`src/rtl/game_pkg.sv`:
```
`default_nettype none
// ============================================================================
// Package  : game_pkg
// Purpose  : Shared types, constants and hand arithmetic for the BlackJack turn controller.
// Revision : 1.0
// ============================================================================
package game_pkg;

  typedef enum logic [1:0] {CMD_NONE = 2'd0, CMD_HIT = 2'd1, CMD_STAND = 2'd2} command_t;

  typedef enum logic [1:0] {
    RES_NONE = 2'd0, RES_PLAYER_WIN = 2'd1, RES_DEALER_WIN = 2'd2, RES_PUSH = 2'd3
  } result_t;

  typedef enum logic [3:0] {
    IDLE, DEAL_P1, DEAL_D1, DEAL_P2, DEAL_D2,
    PLAYER_TURN, PLAYER_HIT, DEALER_TURN, DEALER_HIT, RESULT
  } state_t;

  localparam logic [4:0] BUST_LIMIT = 5'd21;
  localparam logic [3:0] ACE_VALUE  = 4'd11;

  typedef struct packed {
    logic [4:0] total;
    logic [2:0] aces;   // aces still counted as 11
  } hand_t;

  function automatic hand_t add_card(hand_t h, logic [3:0] value);
    hand_t r;
    r.total = h.total + {1'b0, value};
    r.aces  = h.aces + {2'b00, (value == ACE_VALUE)};
    if (r.total > BUST_LIMIT && r.aces != 3'd0) begin
      r.total = r.total - 5'd10;
      r.aces  = r.aces - 3'd1;
    end
    return r;
  endfunction

  function automatic result_t decide(logic [4:0] player, logic [4:0] dealer);
    if (player > BUST_LIMIT)      return RES_DEALER_WIN;
    else if (dealer > BUST_LIMIT) return RES_PLAYER_WIN;
    else if (player > dealer)     return RES_PLAYER_WIN;
    else if (dealer > player)     return RES_DEALER_WIN;
    else                          return RES_PUSH;
  endfunction

  function automatic logic needs_card(state_t s);
    return (s == DEAL_P1) || (s == DEAL_D1) || (s == DEAL_P2) || (s == DEAL_D2) ||
           (s == PLAYER_HIT) || (s == DEALER_HIT);
  endfunction

  function automatic logic dealer_card(state_t s);
    return (s == DEAL_D1) || (s == DEAL_D2) || (s == DEALER_HIT);
  endfunction

endpackage
`default_nettype wire

```
`src/rtl/turn_controller_key_debounce.sv`:
```
`default_nettype none
// ============================================================================
// Module   : key_debounce
// Purpose  : Synchronises one active-low key, debounces it (TURN_CTRL_DEBOUNCE_EN) and emits a press pulse.
// Revision : 1.0
// ============================================================================
module key_debounce #(
  parameter int DEBOUNCE_CYCLES = 500000
) (
  input  logic i_clk,
  input  logic i_rst,
  input  logic i_key_n,
  output logic o_press
);

  logic sync1_q, sync2_q, level_q, level_d, press_q, press_d;

`ifdef TURN_CTRL_DEBOUNCE_EN
  localparam int DB_W = $clog2(DEBOUNCE_CYCLES + 1);
  localparam logic [DB_W-1:0] CNT_LAST = DB_W'(DEBOUNCE_CYCLES - 1);

  logic [DB_W-1:0] cnt_q, cnt_d;

  // level only follows the synchronised key after DEBOUNCE_CYCLES consecutive differing samples
  always_comb begin
    level_d = level_q;
    cnt_d   = '0;
    if (sync2_q != level_q) begin
      if (cnt_q == CNT_LAST) level_d = sync2_q;
      else                   cnt_d   = cnt_q + DB_W'(1);
    end
  end

  always_ff @(posedge i_clk or posedge i_rst) begin
    if (i_rst) cnt_q <= '0;
    else       cnt_q <= cnt_d;
  end
`else
  assign level_d = sync2_q;
`endif

  assign press_d = level_d & ~level_q;
  assign o_press = press_q;

  always_ff @(posedge i_clk or posedge i_rst) begin
    if (i_rst) begin
      sync1_q <= 1'b0;
      sync2_q <= 1'b0;
      level_q <= 1'b0;
      press_q <= 1'b0;
    end else begin
      sync1_q <= ~i_key_n;
      sync2_q <= sync1_q;
      level_q <= level_d;
      press_q <= press_d;
    end
  end

endmodule
`default_nettype wire

```
`src/rtl/turn_controller.sv`:
```
`default_nettype none
// ============================================================================
// Module   : turn_controller
// Purpose  : BlackJack turn sequencer: key presses, deal/player/dealer order, card req/ack, totals, result.
//            Key debouncing enabled by `TURN_CTRL_DEBOUNCE_EN.
// Revision : 1.0
// ============================================================================
module turn_controller
  import game_pkg::*;
#(
  parameter int DEALER_STAND    = 17,
  parameter int DEBOUNCE_CYCLES = 500000
) (
  input  logic       i_clk,
  input  logic       i_rst,
  input  logic [2:0] i_KEY,
  input  logic       i_cardAck,
  input  logic [3:0] i_cardValue,
  output logic       o_cardReq,
  output logic       o_cardDest,
  output logic       o_turnIndicator,
  output command_t   o_command,
  output logic [4:0] o_playerTotal,
  output logic [4:0] o_dealerTotal,
  output result_t    o_result,
  output logic       o_gameOver
);

  localparam logic [4:0] STAND_LIMIT = 5'(DEALER_STAND);

  logic [2:0] press;

  for (genvar k = 0; k < 3; k++) begin : g_key
    key_debounce #(.DEBOUNCE_CYCLES(DEBOUNCE_CYCLES)) u_key_debounce (
      .i_clk   (i_clk),
      .i_rst   (i_rst),
      .i_key_n (i_KEY[k]),
      .o_press (press[k])
    );
  end

  state_t   state_q, state_d;
  hand_t    player_q, player_d, dealer_q, dealer_d, player_add, dealer_add;
  logic     req_q, req_d, dest_q, dest_d, turn_q, turn_d, over_q, over_d, ack;
  command_t cmd_q, cmd_d;
  result_t  result_q, result_d;

  always_comb begin
    state_d    = state_q;
    player_d   = player_q;
    dealer_d   = dealer_q;
    result_d   = result_q;
    cmd_d      = CMD_NONE;
    ack        = req_q & i_cardAck;
    player_add = add_card(player_q, i_cardValue);
    dealer_add = add_card(dealer_q, i_cardValue);

    case (state_q)
      IDLE, RESULT: if (press[2]) begin
        state_d  = DEAL_P1;
        player_d = '0;
        dealer_d = '0;
        result_d = RES_NONE;
      end
      DEAL_P1: if (ack) begin player_d = player_add; state_d = DEAL_D1; end
      DEAL_D1: if (ack) begin dealer_d = dealer_add; state_d = DEAL_P2; end
      DEAL_P2: if (ack) begin player_d = player_add; state_d = DEAL_D2; end
      DEAL_D2: if (ack) begin
        dealer_d = dealer_add;
        state_d  = (player_q.total == BUST_LIMIT) ? DEALER_TURN : PLAYER_TURN;
      end
      PLAYER_TURN: begin
        if (press[1]) begin
          cmd_d   = CMD_STAND;
          state_d = DEALER_TURN;
        end else if (press[0]) begin
          cmd_d   = CMD_HIT;
          state_d = PLAYER_HIT;
        end
      end
      PLAYER_HIT: if (ack) begin
        player_d = player_add;
        if (player_add.total > BUST_LIMIT) begin
          state_d  = RESULT;
          result_d = decide(player_add.total, dealer_q.total);
        end else if (player_add.total == BUST_LIMIT) begin
          state_d = DEALER_TURN;
        end else begin
          state_d = PLAYER_TURN;
        end
      end
      DEALER_TURN: begin
        if (dealer_q.total < STAND_LIMIT) begin
          state_d = DEALER_HIT;
        end else begin
          state_d  = RESULT;
          result_d = decide(player_q.total, dealer_q.total);
        end
      end
      DEALER_HIT: if (ack) begin dealer_d = dealer_add; state_d = DEALER_TURN; end
      default: state_d = IDLE;
    endcase

    // request rises the cycle after entering a card state and drops right after the ack
    req_d  = needs_card(state_q) & ~ack;
    dest_d = dealer_card(state_q);
    turn_d = (state_d == PLAYER_TURN);
    over_d = (state_d == RESULT);
  end

  always_ff @(posedge i_clk or posedge i_rst) begin
    if (i_rst) begin
      state_q  <= IDLE;
      player_q <= '0;
      dealer_q <= '0;
      req_q    <= 1'b0;
      dest_q   <= 1'b0;
      turn_q   <= 1'b0;
      over_q   <= 1'b0;
      cmd_q    <= CMD_NONE;
      result_q <= RES_NONE;
    end else begin
      state_q  <= state_d;
      player_q <= player_d;
      dealer_q <= dealer_d;
      req_q    <= req_d;
      dest_q   <= dest_d;
      turn_q   <= turn_d;
      over_q   <= over_d;
      cmd_q    <= cmd_d;
      result_q <= result_d;
    end
  end

  assign o_cardReq       = req_q;
  assign o_cardDest      = dest_q;
  assign o_turnIndicator = turn_q;
  assign o_command       = cmd_q;
  assign o_playerTotal   = player_q.total;
  assign o_dealerTotal   = dealer_q.total;
  assign o_result        = result_q;
  assign o_gameOver      = over_q;

endmodule
`default_nettype wire

```
`config.mk`:
```
export PLATFORM = sky130hd
export DESIGN_NAME = turn_controller
export DESIGN_NICKNAME = d
export VERILOG_FILES = /design/src/rtl/game_pkg.sv /design/src/rtl/turn_controller_key_debounce.sv /design/src/rtl/turn_controller.sv
export SDC_FILE = /design/constraint.sdc
export NUM_CORES = 1
export LEC_CHECK = 0
export ABC_AREA = 1
export BUFFER_PORTS_ARGS = -buffer_cell sky130_fd_sc_hd__clkbuf_2
export CAP_MARGIN = 5
export CORE_MARGIN = 4
export CORE_UTILIZATION = 35
export CTS_BUF_LIST = sky130_fd_sc_hd__clkbuf_4 sky130_fd_sc_hd__clkbuf_8 sky130_fd_sc_hd__clkbuf_16
export DETAILED_ROUTE_END_ITERATION = 10
export GPL_ROUTABILITY_DRIVEN = 0
export SLEW_MARGIN = 20
export SYNTH_ARGS = -nofsm -noshare
export SYNTH_HDL_FRONTEND = slang
export SYNTH_HIERARCHICAL = 1
export SYNTH_SLANG_ARGS = --single-unit
```
`constraint.sdc`:
```
create_clock -name i_clk -period 6.48 [get_ports i_clk]
set_clock_uncertainty 0.05 [all_clocks]
set_input_delay 0.648 -clock i_clk [delete_from_list [all_inputs] [get_ports i_clk]]
set_output_delay 0.648 -clock i_clk [all_outputs]
set_load 0.01 [all_outputs]
```
### Word-level counts from Yosys, hierarchy flattened

Cells that the tools add are included.

| cells by class | value |
|---|---|
| $lt $le $gt $ge | 8 |
| mux-type cells | 33 |
| bitwise logic cells | 12 |
| reductions and logical operators | 21 |
| $add $sub $neg | 8 |
| equal/unequal tests | 20 |

Operator list:

| kind | count |
|---|---|
| 4-bit two-way mux | 10 |
| 8-bit two-way mux | 5 |
| 4-bit case mux with 9 select lines | 1 |
| 8-bit case mux with 2 select lines | 2 |
| 5-bit greater-than comparator (second input constant) | 5 |
| 2-bit two-way mux | 11 |
| 4-bit by 3-bit == test with 1-bit output (second input constant) | 5 |
| 4-bit == test (second input constant) | 4 |
| 5-bit by 4-bit adder with 5-bit output | 2 |
| 5-bit == test (second input constant) | 2 |
| 5-bit greater-than comparator | 2 |
| 5-bit by 4-bit subtractor with 5-bit output (second input constant) | 2 |
| 3-bit nonzero test | 3 |
| 4-bit by 2-bit == test with 1-bit output (second input constant) | 2 |
| 1-bit logical OR | 7 |
| 1-bit inverter | 7 |
| 3-bit by 1-bit adder with 3-bit output | 2 |
| 2-bit by 1-bit != test with 1-bit output (second input constant) | 3 |
| 2-bit != test (second input constant) | 3 |
| 2-bit case mux with 3 select lines | 1 |
| 3-bit AND reduction | 2 |
| 3-bit OR reduction | 2 |
| 3-bit by 1-bit subtractor with 3-bit output (second input constant) | 2 |
| 1-bit AND | 5 |
| other kinds (8) | 12 |

| word-level totals | value |
|---|---|
| register bits | 40 |
| bits of input ports | 10 |

### Depth between registers and ports, before layout

Gate-level depths: netlist of run 1.

| depth | value |
|---|---|
| depth in word-level cells | 11 |
| mapped depth | 20 |
| gate-level depth less buffers | 20 |

### Cells and area by module

Netlist of run 1, hierarchy kept.

Modules (own cells, without submodules):

| module | instances | area an instance (um2) | cells each |
|---|---|---|---|
| turn_controller | 1 | 2,486.1 | 322 |
| key_debounce | 3 | 117.6 | 8 |

### Worst setup path after synthesis of run 1

No wires, ideal clock.

| timing | value |
|---|---|
| kind | input port to flip-flop |
| start point | in i_cardValue[0] |
| end point | reg result_q[0] (netlist: o_result[0]) |
| cell stages on the path | 19 |
| path buffers | 0 |
| arrival time | 2.770 ns |
| data required time | 6.312 ns |
| library setup time | 0.118 ns |
| setup slack | 3.542 ns |
| cells stage by stage | ha_1 > fa_1 > inv_1 > nand2_1 > and2_2 > ha_1 > a21o_1 > nand2_1 > nand3_4 > nand2_4 > nand2_2 > nand2_2 > nand2_1 > nand2_1 > nand3_2 > nand2_2 > nand3_2 > nand2_1 > nand2_1 |

| between the ends | value |
|---|---|
| longest elaborated chain between the ends | 8 |
| elaborated cells between the ends (all ways) | 11 |

RTL lines:

| item | line | text |
|---|---|---|
| from (decl) | turn_controller.sv:18 | `input logic [3:0] i_cardValue,` |
| branches (longest 4 deep; another with 5-bit by 4-bit adder with 5-bit output) | n/a |  |
| 8-bit two-way mux (*) | game_pkg.sv:32 | `if (r.total > BUST_LIMIT && r.aces != 3'd0) begin` |
| 5-bit greater-than comparator (*) | game_pkg.sv:40, turn_controller.sv:83 |  |
| 2-bit != test (no line) (*) | n/a |  |
| 5-bit AND reduction (no line) (*) | n/a |  |
| to (signal assigned) | turn_controller.sv:131 | `result_q <= result_d;` |
| to (decl) | turn_controller.sv:46 | `result_t result_q, result_d;` |

Mark *: on every way between the ends.
A chain may end at the register's enable or synchronous reset.

### Worst setup path after layout of run 1

| timing | value |
|---|---|
| start point | reg player_q (netlist bit o_playerTotal[0]) |
| end point | reg result_q[0] (netlist: o_result[0]) |

| between the ends | value |
|---|---|
| longest elaborated chain between the ends | 7 |
| elaborated cells between the ends (all ways) | 17 |

RTL lines:

| item | line | text |
|---|---|---|
| from (decl) | turn_controller.sv:43 | `hand_t player_q, player_d, dealer_q, dealer_d, player_add, dealer_add;` |
| from (signal assigned) | turn_controller.sv:124 | `player_q <= player_d;` |
| 5-bit by 4-bit adder with 5-bit output / 5-bit greater-than comparator (equally long branches) | game_pkg.sv:30, game_pkg.sv:43 |  |
| 5-bit greater-than comparator / 1-bit two-way mux (equally long branches) | game_pkg.sv:32, game_pkg.sv:43 |  |
| 1-bit logical AND / 2-bit two-way mux (equally long branches) | game_pkg.sv:32, game_pkg.sv:42 |  |
| 8-bit two-way mux / 2-bit two-way mux (equally long branches) | game_pkg.sv:32, game_pkg.sv:41 |  |
| 5-bit greater-than comparator / 2-bit two-way mux (equally long branches) | game_pkg.sv:40, turn_controller.sv:83 |  |
| 2-bit != test (no line) / 2-bit two-way mux (equally long branches) | n/a |  |
| 5-bit AND reduction (no line) / 2-bit case mux with 3 select lines (equally long branches) | n/a |  |

Parallel ways exist; a longest one is shown, timed or not. The select of a mux whose other input is x is not followed.

==> impl_results.md, run 1 <==
- Run status: complete, no violations
- Root Driver: clkbuf_8
- Core Area: 0.00781 sq mm
- Post-DR wirelength/cell: between 10 and 15 microns
- Layout area overhead: 10.4%
- Nets: 408
- Final hold violation count: 0
- Post-synth ARST share: 100%
- Reg clk slew, reported paths: 90 ps
- Flop pwr share: between 20% and 30%
- Critical path endpoint category: flop
- CTS buffer count: 5
- F_max: 329 MHz
- Rows: 32
- Relative slew slack: between 50% and 60%
- CTS tree: built
- Cts hold-fix bufs: 0
- CTS resizes: 0
- Syn Area/Cell: 8.21 sq um
- Worst slew pin tran: ~610 ps
- WHS: 194 ps
- Setup Crit Path Kind: reg -> reg
- Period utilisation layout: 46.9%
- Max-Cap Viols: 0
- Sequential area share after synthesis: a little over a third
- Clock Power Share: between 10% and 20%
- Switching Fraction: roughly 50%
- DPL Wire Length: roughly 4.9 mm
- DR vias/cell: just under 5
- Die area: slightly below 0.01 sq mm
- Final setup violation count: 0
- Area post-placement: 0.00302 sq mm
- Yosys top cell by area: dfrtp_1
- Cells after DPL: ~460
- Mapped cell area: roughly 0.0028 sq mm
- Setup WS post-layout: approximately 3400 ps
- Startpoint Class: flop
- Net switching power figure: 712 uW
- Crit path time final: around 3000 ps
- Number of global-route vias before repair: 2,312
- Finished Cell Area: 0.00314 sq mm
- Combinational share of power: around 59%
- Total Routed Length: a little over 6 mm
- Pwr per Cell Area: between 400 and 500 mW/mm^2
- Data arrival, critical path: 3170 ps
- Largest net degree at the start of global routing: 29
- Reg2reg setup slack: between 3000 and 4000 ps
- Internal power component: 721 uW
- Syn. warnings: 6
- Synth cell types: 42
- Starting Density: 36.4%
- Clock sink total: 40
- Die width: 98.1 microns
- Initial antenna violation count: 0
- Max clock buf depth: 2
- H-tree levels: 2
- Layout cells sized above 1: between 20% and 30%
- Setup_tns: 0 ps
- Top-area cell type share of the netlist area: between 30% and 40%
- Power consumption: between 1 and 1.5 mW
- Clock Latency Late Sink: around 300 ps
- Fin. max-slew vios: 0
- Cells after synthesis: 346
- Gr ovfl total: 0
- Detailed Route Iter0 Violations: ~160
- First-pass iteration count of the detailed router: 4
- DP Worst Slack: 3170 ps
- GRT Util Overall: a little over an eighth
- Fin util: around 40%
- Worst hold path class: in -> async
- DR vias: 2,294
- RSZ-0062 raised after global routing: false
- Critical path required time: between 6000 and 7000 ps
- Static Leak: ~1.7 nW
- Syn Nets: between 300 and 400
- Register bit total from synthesis: 40
- Crit path max fanout: 8
- Fin cells: around 470
- First-pass GRT wire length: about 11 mm
- Post-CTS Setup Repair Bufs: 0
- DRC Markers: 0
- Ports: 28
- Die height: between 90 and 100 microns
- Largest cells by area after synthesis: dfrtp_1, ha_1, inv_1
- EDFF count, synth: 0
- Post-route antenna net violation count: 0
- Top_reg_cell synth: dfrtp_1
- Antenna cells: 0
- Port Buffer Count: 27
- Peak VDD IR: 0.000176 V
## routing by layer
| layer | wire length (microns) | vias to the layer above | global-route usage (%) |
|---|---|---|---|
| met1 | 2980 | 1067 | 18.7 |
| met2 | 2770 | 49 | 21.4 |
| met4 | 102 | 0 | 4.47 |
| met3 | 282 | 10 | 2.79 |
| li1 | - | 1168 | - |
| met5 | 0 | - | 0 |
## final cells by class
cell class                      count  area [sq um]
Fill cell                         808          4670
Multi-Input combinational cell    229          1510
Sequential cell                    40          1000
Inverter                           66           248
Timing Repair Buffer               27           135
Tap cell                          102           128
Clock buffer                        5          68.8
Clock inverter                      3          47.5
## cells in the final DEF, fill, tap and decap left out, drive strengths merged, types with 3 or more instances in the layout
master and count:
o31ai 3, a31oi 3, xnor2 4, a21oi 15, dfrtp 40, nand2 65, nor3 3, inv 65
clkbuf 32, o21ai 16, nand4 4, nand3 30, clkinv 3, ha 27, nor2 28, o22ai 8
xor2 5
## worst max-delay path, stage by stage (launching register included)
cell     delay [ps]
dfrtp_1         450
ha_1            250
fa_1            420
inv_1            70
nand2_1          50
and2_2          200
ha_1            200
a21o_1          170
nand2_1         110
nand3_4         140
nand2_4         140
nand2_2          60
nand2_2          80
nand2_1          60
nand2_1          60
nand3_2          80
nand2_2         120
nand3_2          90
nand2_1          70
nand2_1          50
## path summary, 6_finish.rpt
path,start,endpoint,cells past startpoint
hold / removal,i_rst,g_key[0].u_key_debounce/sync1_q$_DFF_PP0_,2
setup / recovery,o_playerTotal[0]$_DFFE_PP0P_,o_result[0]$_DFFE_PP0P_,19
min in group i_clk,g_key[1].u_key_debounce/sync1_q$_DFF_PP0_,g_key[1].u_key_debounce/level_d$_DFF_PP0_,0
setup reg to reg,o_playerTotal[0]$_DFFE_PP0P_,o_result[0]$_DFFE_PP0P_,19
hold reg to reg,g_key[1].u_key_debounce/sync1_q$_DFF_PP0_,g_key[1].u_key_debounce/level_d$_DFF_PP0_,0
max in group asynchronous,i_rst,o_result[0]$_DFFE_PP0P_,2
## power groups by stage
| stage | combinational [mW] | sequential (mW) | clock (mW) |
|---|---|---|---|
| floorplan | 0.683 | 0.364 | 0 |
| global placement | 0.832 | 0.379 | 0 |
| detailed placement | 0.843 | 0.379 | 0 |
| CTS | 0.848 | 0.374 | 0.214 |
| global route | 0.963 | 0.386 | 0.226 |
| finish | 0.848 | 0.374 | 0.211 |
## cell families (layout without fill, tap and decap cells)
logic type	after synthesis	after routing	share of synthesized area [%]
AOI/OAI and AO/OA	55	55	12.3
DFF	40	40	35.3
xor gates and xnor gates	9	9	2.78
buffers and inverters	77	101	11.6
adders and majority gates	29	29	13.3
and+or+nand+nor	136	136	24.7
## synth_stat cells, drive strengths merged (2+ instances only)
| library cell | count |
|---|---|
| a21oi | 15 |
| a31oi | 3 |
| a32o | 2 |
| and2 | 2 |
| buf | 11 |
| dfrtp | 40 |
| fa | 2 |
| ha | 27 |
| inv | 65 |
| nand2 | 65 |
| nand3 | 30 |
| nand3b | 2 |
| nand4 | 4 |
| nor2 | 28 |
| nor3 | 3 |
| o21ai | 16 |
| o221ai | 2 |
| o22ai | 8 |
| o31ai | 3 |
| xnor2 | 4 |
| xor2 | 5 |
(Power assumes the default switching activity.)
==> run 2: changes to the inputs <==
Clock period 6.48 ns to 2.84 ns, I/O delays scaled along.
==> run 2 against run 1 <==
The run now ends with setup timing left. Sequential cell count did not move. Maximum frequency rose by 6.5%. Register-to-register slack got worse by 3500 ps. Cell count rose by 6.1%. Cell area rose by 9.5%. Utilization rose by 3.8 points. Critical endpoint is now o_gameOver$_DFF_PP0_. Largest cell class unchanged.
==> impl_results.md, run 2 (synthesis results as in run 1) <==
- Run status: finished with violations
- Failing checks: setup timing
- Finished Cell Area: 0.00343 sq mm
- Power consumption: 3.67 mW
- Post-route antenna net violation count: 0
- Number of global-route vias before repair: about 2,400
- Crit-path cells: ha_4 -> fa_2 -> inv_2 -> ha_4 -> a21o_1 -> nand2_2 -> nand3_4 -> nand2_4 -> nand2_2 -> nand2_2 -> nand2_1 -> nand2_1 -> nand3_2 -> o21ai_1 -> nand2_1 -> a21oi_2
- First-pass GRT wire length: 11.1 mm
- Nets: between 400 and 500
- Max clock buf depth: 2
- Crit path time final: between 2000 and 3000 ps
- Max-Cap Viols: 0
- Clock sink total: 40
- Relative slew slack: about 72%
- Setup WS post-layout: -15.0 ps
- Antenna cells: 0
- Commonest non-fill, non-tap cell in the layout: inv_1
- Crit-path slowest cell: fa_2
- Largest net degree at the start of global routing: 29
- Peak VDD IR: 0.000365 V
- Final setup violation count: 2
- Layout area overhead: 20.9%
- Die height: roughly 100 microns
- F_max: around 350 MHz
- Detailed Route Iter0 Violations: around 140
- H-tree levels: 2
- Rows: 32
- DR vias: 2,411
- DR vias/cell: roughly 4.8
- Crit path max fanout: 8
- Core Area: 0.00781 sq mm
- CTS tree: built
- GRT Util Overall: around 14%
- CP bufs+invs: 1
- Post-DR wirelength/cell: between 10 and 15 microns
- Area post-placement: approximately 0.0032 sq mm
- Pwr per Cell Area: between 1000 and 1500 mW/mm^2
- Setup Crit Path Kind: reg -> reg
- Critical path endpoint category: flop
- Reg clk slew, reported paths: ~80 ps
- Layout cells sized above 1: 29.6%
- Data arrival, critical path: between 3000 and 4000 ps
- Most frequent cells in the layout: inv_1, nand2_1, dfrtp_1
- Starting Density: a little over a third
- Gr ovfl total: 0
- Ports: 28
- Grt met3 use: under 10%
- Fin util: 44.0%
- Startpoint Class: flop
- Static Leak: 1.80 nW
- Initial antenna violation count: 0
- DRC Markers: 0
- Setup_tns: -21.6 ps
- Sequential cell area: approximately 0.001 sq mm
- DPL Wire Length: ~5 mm
- GR peak layer: met2
- Die width: 98.1 microns
- Die area: 0.00962 sq mm
- Critical path required time: ~3000 ps
- Final hold violation count: 0
- First-pass iteration count of the detailed router: 4
- Worst slew pin tran: 419 ps
- Root Driver: clkbuf_8
- Fillcell total: 791
- CTS buffer count: 5
- Fin. max-slew vios: 0
- M1 GR Usage: around 19%
- Clock Latency Late Sink: 300 ps
- Crit path max-delay family: adder cells
- Port Buffer Count: 27
- Period utilisation layout: 101%
- RSZ-0062 raised after global routing: true
- Area of the multi-input gates: ~0.0016 sq mm
- WHS: roughly 68 ps
- Total Routed Length: approximately 6.5 mm
- Worst hold path class: in -> reg
- Grt met2 use: between 20% and 30%
- Delay of the slowest cell on the worst path: 640 ps
-- run 2: cell count changes in the layout (fill, tap and decap cells not counted), sizes merged --
| cell | change |
|---|---|
| clkinv | -2 |
| clkinvlp | +1 |
| inv | +1 |
| dlygate4sd3 | +1 |
| buf | +28 |
-- run 2: layout make-up --
| class | count | area share (%) |
|---|---|---|
| inverter | 66 | 7.22 |
| tap | 102 | 3.72 |
| clock buffer | 5 | 2.00 |
| sequential | 40 | 29.2 |
| multi-input combinational | 229 | 46.2 |
| clock inverter | 3 | 1.35 |
| timing repair buffer | 56 | 10.3 |
-- run 2: worst paths after layout --
check | start | end | slack [ps] | depth (start not counted)
max | o_playerTotal[0]$_DFFE_PP0P_ | o_gameOver$_DFF_PP0_ | -10 | 16
min | i_KEY[1] | g_key[1].u_key_debounce/sync1_q$_DFF_PP0_ | 70 | 2
max reg2reg | o_playerTotal[0]$_DFFE_PP0P_ | o_gameOver$_DFF_PP0_ | -10 | 16
min reg2reg | g_key[1].u_key_debounce/sync1_q$_DFF_PP0_ | g_key[1].u_key_debounce/level_d$_DFF_PP0_ | 310 | 0
max in group asynchronous | i_rst | o_result[0]$_DFFE_PP0P_ | 1890 | 4
min in group asynchronous | i_rst | g_key[2].u_key_debounce/level_q$_DFF_PP0_ | 370 | 3
-- run 2: where the power goes --
part	leakage, nW	total (mW)	switching [mW]	internal, mW
logic	1.23	2.34	1.38	0.959
clock network	0.0548	0.480	0.215	0.265
registers	0.521	0.845	0.141	0.704
-- run 2: through the flow --
step	instances	setup WS, ps
after floorplan	346	146
after global placement	485	34.9
after detailed placement	485	-70.3
after CTS	496	1.85
after global routing	501	-165
final	501	-15.0
-- run 2: layer usage --
metal  wire, microns  vias to the layer above
li1                -                     1235
met1            3020                     1121
met2            3130                       42
met3             247                       13
met4             114                        0
met5               0                        -
-- run 2: what timing repair did --
| action | in CTS | in global routing |
|---|---|---|
| buffers inserted | 2 | 5 |
| pin swaps | 0 | 12 |
| hold buffers | 1 | 0 |
| gates resized for setup | 1 | 23 |
| gates cloned | 0 | 0 |
| hold endpoints to repair | 12 | 0 |
| endpoints found under the setup margin | 4 | 7 |
-- run 2: worst register-to-register path, delay by kind of cell, from the launching register on --
family	cells	cell delay [ps]
adder cells (fa/ha/maj)	3	990
AND/OR/NAND/NOR	9	820
flip-flops	1	430
AO/OA/AOI/OAI	3	400
buffers and inverters	1	80
